`config.mk`:
```
export PLATFORM = sky130hd
export DESIGN_NAME = rf_wb_arbiter
export DESIGN_NICKNAME = d
export VERILOG_FILES = /design/src/rtl/rf_wb_arbiter_pkg.sv /design/src/rtl/rf_scoreboard.sv /design/src/rtl/rf_wb_arbiter.sv
export SDC_FILE = /design/constraint.sdc
export NUM_CORES = 1
export LEC_CHECK = 0
export CAP_MARGIN = 20
export CORE_UTILIZATION = 25
export CTS_BUF_LIST = sky130_fd_sc_hd__clkbuf_8
export DETAILED_ROUTE_END_ITERATION = 8
export GPL_ROUTABILITY_DRIVEN = 1
export SKIP_CTS_REPAIR_TIMING = 1
export SLEW_MARGIN = 30
export SYNTH_ARGS = -nofsm -noshare
export SYNTH_HDL_FRONTEND = slang
export SYNTH_SLANG_ARGS = --single-unit
```
`constraint.sdc`:
```
create_clock -name clk -period 5.25 [get_ports clk]
set_input_delay 1.05 -clock clk [delete_from_list [all_inputs] [get_ports clk]]
set_output_delay 1.05 -clock clk [all_outputs]
set_load 0.1 [all_outputs]
```
`src/rtl/rf_wb_arbiter_pkg.sv`:
```
// Shared constants and helpers for the register-file write-port arbiter.
// Imported by the arbiter top and the busy scoreboard.
package rf_wb_arbiter_pkg;

    localparam int REG_AW         = 5;
    localparam int XLEN           = 32;
    localparam int NREG           = 32;
    localparam int MAX_WAIT_LIMIT = 15;

    // One-hot register mask; x0 never maps to a bit.
    function automatic logic [NREG-1:0] reg_bit(
        input logic [REG_AW-1:0] a
    );
        reg_bit = '0;
        if (a != '0)
            reg_bit[a] = 1'b1;
    endfunction

endpackage

```
`src/rtl/rf_scoreboard.sv`:
```
// Per-register busy scoreboard: set on long-op issue, clear on long writeback.
// Set wins over clear on the same register in the same cycle.
module rf_scoreboard
    import rf_wb_arbiter_pkg::*;
(
    input  logic              clk,
    input  logic              rst,
    input  logic              set_en,
    input  logic [REG_AW-1:0] set_addr,
    input  logic              clr_en,
    input  logic [REG_AW-1:0] clr_addr,
    input  logic [REG_AW-1:0] chk_a1,
    input  logic [REG_AW-1:0] chk_a2,
    output logic              hazard,
    output logic [NREG-1:0]   busy
);

    logic [NREG-1:0] set_mask;
    logic [NREG-1:0] clr_mask;

    assign set_mask = set_en ? reg_bit(set_addr) : '0;
    assign clr_mask = clr_en ? reg_bit(clr_addr) : '0;

    always_ff @(posedge clk or posedge rst) begin
        if (rst)
            busy <= '0;
        else
            busy <= (busy & ~clr_mask) | set_mask;
    end

    // No bypass of this cycle's clear: hazard drops the cycle after the write.
    assign hazard = |(busy & (reg_bit(chk_a1) | reg_bit(chk_a2)));

endmodule

```
`src/rtl/rf_wb_arbiter.sv`:
```
// Write-port arbiter for the single-write-port register file: pipeline
// priority bounded by an anti-starvation counter, plus busy scoreboard.
module rf_wb_arbiter
    import rf_wb_arbiter_pkg::*;
#(
    parameter int MAX_WAIT = 3
) (
    input  logic              clk,
    input  logic              rst,
    input  logic              p_valid,
    input  logic [REG_AW-1:0] p_addr,
    input  logic [XLEN-1:0]   p_data,
    output logic              p_stall,
    input  logic              l_valid,
    input  logic [REG_AW-1:0] l_addr,
    input  logic [XLEN-1:0]   l_data,
    output logic              l_ready,
    input  logic              iss_valid,
    input  logic [REG_AW-1:0] iss_addr,
    input  logic [REG_AW-1:0] chk_a1,
    input  logic [REG_AW-1:0] chk_a2,
    output logic              hazard,
    output logic              rf_wr,
    output logic [REG_AW-1:0] rf_a3,
    output logic [XLEN-1:0]   rf_wd,
    output logic [NREG-1:0]   busy
);

    // Keep at least one bit so MAX_WAIT = 0 still elaborates.
    localparam int CW = (MAX_WAIT > 0) ? $clog2(MAX_WAIT + 1) : 1;

    logic [CW-1:0] wait_cnt;
    logic          force_l;
    logic          gl;
    logic          gp;

    assign force_l = (wait_cnt == CW'(MAX_WAIT));
    assign gl      = ~rst & l_valid & (~p_valid | force_l);
    assign gp      = ~rst & p_valid & ~gl;

    assign l_ready = gl;
    assign p_stall = p_valid & gl;

    always_comb begin
        rf_a3 = '0;
        rf_wd = '0;
        if (gl) begin
            rf_a3 = l_addr;
            rf_wd = l_data;
        end else if (gp) begin
            rf_a3 = p_addr;
            rf_wd = p_data;
        end
    end

    // Writes to x0 complete the handshake but never reach the file.
    assign rf_wr = (gl | gp) & (rf_a3 != '0);

    always_ff @(posedge clk or posedge rst) begin
        if (rst)
            wait_cnt <= '0;
        else if (gl | ~l_valid)
            wait_cnt <= '0;
        else
            wait_cnt <= wait_cnt + CW'(1);
    end

    rf_scoreboard u_sb (
        .clk      (clk),
        .rst      (rst),
        .set_en   (iss_valid),
        .set_addr (iss_addr),
        .clr_en   (gl),
        .clr_addr (l_addr),
        .chk_a1   (chk_a1),
        .chk_a2   (chk_a2),
        .hazard   (hazard),
        .busy     (busy)
    );

endmodule

```
==> results of run 1 <==
state kept, by name (all words and copies together) (netlist names):
| name | cells |
|---|---|
| wait_cnt | 2 |
| u_sb.busy | 32 |
how the worst max path moves through the flow:
stage,end,start,cells after the start
6_report,hazard,chk_a1[0],8
5_1_grt,hazard,chk_a1[0],8
4_1_cts,hazard,chk_a1[0],8
3_5_place_dp,hazard,chk_a1[0],8
3_3_place_gp,hazard,chk_a1[0],8
2_1_floorplan,rf_wr,rst,7
Yosys cell counts (6+ instances only):
cell type / n
dfrtp_1: 34
o21ai_0: 64
clkbuf_1: 10
a22o_1: 37
mux2i_1: 9
nand3b_1: 13
buf_2: 6
nor2b_1: 9
nand2_1: 16
nor2_1: 9
worst reg2reg max path: cells and delay by family (launching register included):
kind	cells	cell delay, ns
AO/OA/AOI/OAI	2	0.29
adder cells (fa/ha/maj)	1	0.19
flip-flops	1	0.36
AND/OR/NAND/NOR	3	1.16
layer usage:
layer  global-route usage  vias to the layer above  routed length, um
met3              0.04973                       27               1041
met5                    0                        -                  0
met1               0.2386                     1481               4244
li1                     -                     1462                  -
met4               0.1170                        0                556
met2               0.4574                      184               6524
power by group through the flow:
stage | Combinational [mW] | Sequential, mW | Clock [mW]
finish | 1.08 | 0.422 | 0.194
global route | 1.13 | 0.429 | 0.211
CTS | 1.09 | 0.422 | 0.199
detailed placement | 1.09 | 0.427 | 0
global placement | 1.08 | 0.429 | 0
floorplan | 0.324 | 0.799 | 0
per-stage QoR:
| stage | util | setup WS (ns) | power [mW] |
|---|---|---|---|
| floorplan | - | 0.2172 | 1.124 |
| global placement | 0.4754 | 0.7914 | 1.510 |
| detailed placement | 0.4754 | 0.7828 | 1.514 |
| CTS | 0.4847 | 0.7822 | 1.708 |
| global route | 0.4847 | 0.6381 | 1.766 |
| finish | 0.4847 | 0.7711 | 1.700 |
kinds of logic after synthesis:
logic type,count (synthesis)
mux,13
fa+ha+maj,1
flops,34
compound gates,128
simple gates,94
buf+inv,27
final cells by class:
type                       count  share of cell area
sequential                    34              0.1780
timing repair buffer         169              0.4329
inverter                       3            0.002355
multi-input combinational    236              0.3329
clock buffer                   6             0.01727
tap                          133             0.03481
clock inverter                 2            0.001832
==> out/metrics.csv, run 1 <==
stage,metric,value,unit
place,placed_area,4690,um^2
clock_network,numClockSinks,34,
floorplanning,start_util,0.2601,
sta,worst_pin_slew,0.9997,ns
layout,antenna-diode-count,0,
sta,final_max_slew_viol_count,0,
logic_synthesis,yosysUniqueCellTypes,50,
sta,finalSetupViolCount,0,
setup_path,end_kind,output port,
sta,fmax,223.3,MHz
logic_synthesis,synth_xor_area_frac,0,
clock_network,h-tree-depth,2,
sta,finClkSkew,0.002296,ns
setup_path,reg2reg_depth,6,
clock_network,clk_latency,0.28,ns
floorplanning,pin_count,167,
logic_synthesis,synth_area_per_cell,8.640,um^2
drt,drtIter0Drc,256,
logic_synthesis,synth_top_area_frac,0.3315,
drt,vias_per_cell,5.410,
pwr,sw_frac_of_total,0.5646,
pwr,p_leak,1.831,nW
drt,ant_nets,0,
setup_path,cp_max_fo,17,
sta,fin_setup_tns,0,ns
floorplanning,fp.dieH,103.3,um
pwr,intPower,0.7402,mW
min_path,min_from,u_sb.busy[0],
layout,fin_cells,583,
floorplanning,core,9864,um^2
place,place.gp.congestion,0.8904,
clock_network,cts_tree,done,
setup_path,critical_path_arrival,3.43,ns
pwr,switchingPower,0.9599,mW
global_route,grt_usage,0.2363,
sta,period_needed,4.479,ns
clock_network,root_buffer,clkbuf_8,
logic_synthesis,synth_top_family_by_area,compound AO/OA/AOI/OAI gates,
place,hpwl,10.52,mm
outcome,status,completed,
logic_synthesis,synthSimpleGateAreaFrac,0.2287,
pwr,p_seq_frac,0.248,
place,io_buffers,166,
min_path,hold-path-endpoint,u_sb.busy[0],
setup_path,critPathSlowestCell,clkdlybuf4s50_1,
clock_network,path_clk_slew,0.07,ns
layout,multi_input_area,1592,um^2
floorplanning,die_area,10670,um^2
flow_run,max_cap_viol_count,0,
clock_network,cts_buffers,5,
setup_path,required,4.20,ns
setup_path,start_kind,input pin,
layout,fin_area,4781,um^2
layout,final_nets,544,
sta,rsz0062_at_grt,false,
logic_synthesis,synth-adder-area-share,0.004876,
setup_path,cpLargestDelayFamily,simple AND/OR/NAND/NOR gates,
drt,drt_first_pass_iters,5,
setup_path,r2r-end,u_sb.busy[24],
logic_synthesis,synth-edff-count,0,
global_route,grt_pass1_wl,18.04,mm
sta,slew_headroom,0.3315,
logic_synthesis,ys_seq_elements,34,
drt,wirelength,12.37,mm
logic_synthesis,yosysSeqAreaShare,0.3315,
logic_synthesis,synthCells,297,
floorplanning,die_w,103.3,um
logic_synthesis,ys.warnings.count,0,
logic_synthesis,async_flop_share,1.000,
layout,final_layout_size_suffix_gt1_frac,0.1400,
logic_synthesis,yosys-mux-area-fraction,0.05705,
setup_path,crit_type,in -> out,
global_route,grt_max_degree,35,
pwr,cellPowerDensity,355.6,nW/um^2
place,placed_cells,575,
setup_path,r2r_start,wait_cnt[0],
clock_network,clockBufferDepth,2,
global_route,antenna_found_initial,0,
layout,register_area,850.8,um^2
logic_synthesis,synth_nets,392,
global_route,grt_pass1_vias,3166,
drt,routedWlPerCell,21.21,um
floorplanning,fp-row-count,36,
setup_path,path_buf_inv,2,
logic_synthesis,synth_largest_area_cell,dfrtp_1,
sta,fin_crit_sh,0.8531,
drt,drc,0,
layout,n_fill_cell,943,
setup_path,slowest_delay,0.85,ns
setup_path,path_cells,"clkdlybuf4s50_1, or2b_1, nor3_1, or4_4, nor4_2, and4_1, nand4_1, buf_4",
layout,syn_to_final_growth,86.30,%
drt,num_vias,3154,
logic_synthesis,netlist_area,2566,um^2
pwr,ir_drop,0.2129,mV
min_path,hp-class,reg -> reg,
logic_synthesis,synth_compound_area_frac,0.3296,
sta,hold_slack,0.3781,ns
min_path,min_path_cells,0,
sta,finalHoldViolCount,0,
global_route,grt_overflow,0,
layout,layout_common_cells,"125 x clkdlybuf4s50_1, 64 x o21ai_0, 39 x buf_12",
setup_path,regToRegSetupSlack,3.11,ns
logic_synthesis,yosys-top-cells-area,"dfrtp_1 33%, a22o_1 13%, o21ai_0 12%",
layout,final_common_cell,clkdlybuf4s50_1,
logic_synthesis,synth_ff_type,dfrtp_1,
pwr,comb_power_share,0.637,
pwr,clkPwrFrac,0.114,
(Power assumes the default switching activity.)
==> run 2, diff against run 1 <==
==> constraint.sdc (replaced) <==
create_clock -name clk -period 5.7 [get_ports clk]
set_input_delay 1.14 -clock clk [delete_from_list [all_inputs] [get_ports clk]]
set_output_delay 1.14 -clock clk [all_outputs]
set_load 0.1 [all_outputs]
==> run 2 against run 1 <==
Sequential share of layout area about the same. Utilization about the same. Highest routed layer unchanged. Wire length down 9.3%. Combinational power down 8%. Largest power group unchanged. Flip-flop and latch count unchanged. Design area about the same. Critical path depth unchanged.
==> out/metrics.csv, run 2 (synthesis results as in run 1) <==
stage,metric,value,unit,change
outcome,status,completed,,unchanged
drt,num_vias,3188,,was 3154
sta,setup_slack,1.067,ns,was 0.7711 ns
layout,final_nets,545,,was 544
place,place.gp.congestion,0.8748,,was 0.8904
layout,layout_common_cells,"125 x clkdlybuf4s50_1, 64 x o21ai_0, 39 x buf_12",,unchanged
sta,period_needed,4.633,ns,
flow_run,max_cap_viol_count,0,,unchanged
drt,routedWlPerCell,19.26,um,was 21.21 um
layout,fin_area,4780,um^2,was 4781 um^2
place,dp_slack,1.069,ns,was 0.7828 ns
drt,wirelength,11.21,mm,was 12.37 mm
floorplanning,fp-row-count,36,,unchanged
clock_network,numClockSinks,34,,unchanged
global_route,grt_overflow,0,,unchanged
sta,fin_crit_sh,0.8129,,
setup_path,required,4.56,ns,was 4.20 ns
sta,slew_headroom,0.3350,,was 0.3315
setup_path,cp_max_fo,17,,unchanged
drt,drc,0,,unchanged
floorplanning,start_util,0.2601,,unchanged
layout,fin_cells,582,,was 583
sta,final_max_slew_viol_count,0,,unchanged
layout,final_common_cell,clkdlybuf4s50_1,,unchanged
pwr,p_leak,1.827,nW,was 1.831 nW
min_path,hp-class,reg -> reg,,unchanged
clock_network,clockBufferDepth,2,,unchanged
setup_path,critical_path_arrival,3.49,ns,was 3.43 ns
floorplanning,core,9864,um^2,unchanged
sta,fmax,215.8,MHz,
place,placed_area,4697,um^2,was 4690 um^2
setup_path,regToRegSetupSlack,3.62,ns,was 3.11 ns
global_route,grt_usage,0.2158,,was 0.2363
layout,final_layout_size_suffix_gt1_frac,0.1403,,was 0.1400
floorplanning,die_w,103.3,um,unchanged
layout,syn_to_final_growth,86.25,%,was 86.30%
floorplanning,pin_count,167,,unchanged
pwr,ir_drop,0.1824,mV,was 0.2129 mV
global_route,grt_max_degree,37,,was 35
drt,vias_per_cell,5.478,,was 5.410
sta,fin_setup_tns,0,ns,unchanged
layout,reg_top3,"u_sb.busy x32, wait_cnt x2",,unchanged
floorplanning,fp.dieH,103.3,um,unchanged
place,placed_cells,576,,was 575
layout,antenna-diode-count,0,,unchanged
global_route,grt_pass1_wl,17.09,mm,was 18.04 mm
sta,rsz0062_at_grt,false,,unchanged
setup_path,end_kind,output port,,unchanged
sta,worst_pin_slew,0.9943,ns,was 0.9997 ns
clock_network,clk_latency,0.28,ns,about the same
pwr,cellPowerDensity,325.4,nW/um^2,was 355.6 nW/um^2
global_route,antenna_found_initial,0,,unchanged
clock_network,h-tree-depth,2,,unchanged
drt,ant_nets,0,,unchanged
pwr,power,1.556,mW,was 1.700 mW
floorplanning,die_area,10670,um^2,unchanged
sta,finalSetupViolCount,0,,unchanged
drt,drt_first_pass_iters,4,,was 5
setup_path,crit_type,in -> out,,unchanged
setup_path,start_kind,input pin,,unchanged
global_route,grt_pass1_vias,3179,,was 3166
clock_network,root_buffer,clkbuf_8,,unchanged
clock_network,path_clk_slew,0.06,ns,was 0.07 ns
place,hpwl,9.168,mm,was 10.52 mm
layout,regMostFlops,u_sb.busy,,unchanged
place,io_buffers,166,,unchanged
sta,finalHoldViolCount,0,,unchanged
clock_network,cts_buffers,5,,unchanged
clock_network,cts_tree,done,,unchanged
sta,finClkSkew,0.003829,ns,was 0.002296 ns
layout,largest_reg_flops,32,,unchanged
drt,drtIter0Drc,216,,was 256
run 2: path summary, 6_finish.rpt:
kind	end	depth (start not counted)	start
worst max-delay path	hazard	8	chk_a1[0]
min in group asynchronous	u_sb.busy[2]	3	rst
max in group asynchronous	u_sb.busy[11]	3	rst
worst min-delay path	u_sb.busy[0]	0	u_sb.busy[0]
worst min register to register	u_sb.busy[0]	0	u_sb.busy[0]
worst max register to register	u_sb.busy[24]	7	wait_cnt[0]
run 2: area by class of cell:
class	count	area, um^2
Multi-Input combinational cell	236	1592
Clock buffer	6	82.58
Timing Repair Buffer	170	2077
Tap cell	133	166.4
Inverter	3	11.26
Fill cell	949	5085
Sequential cell	34	850.8
run 2: power by group:
part	internal, mW	total [mW]	switching [mW]	leakage [nW]
clock network	0.0929	0.170	0.0773	0.0431
logic	0.290	0.992	0.702	1.38
registers	0.296	0.393	0.0973	0.401
run 2: stage by stage:
stage                     hold WS [ns]  utilization
final                           0.3812       0.4845
after global routing            0.4003       0.4845
after CTS                       0.3894       0.4845
after detailed placement        0.3751       0.4762
after global placement          0.3765       0.4762
after floorplan                 0.4156            -
run 2: routing by layer:
layer  wire length [um]  GRT usage
met5                  0          0
met4                355    0.07692
met3               1155    0.04906
met2               5531     0.3821
met1               4168     0.2561
run 2: critical path, cell delays in order:
cell	delay (ns)
clkdlybuf4s50_1	0.84
mux2i_1	0.14
or4b_2	0.61
a21oi_1	0.14
a211oi_1	0.07
and4_1	0.17
nand4_1	0.08
buf_4	0.30
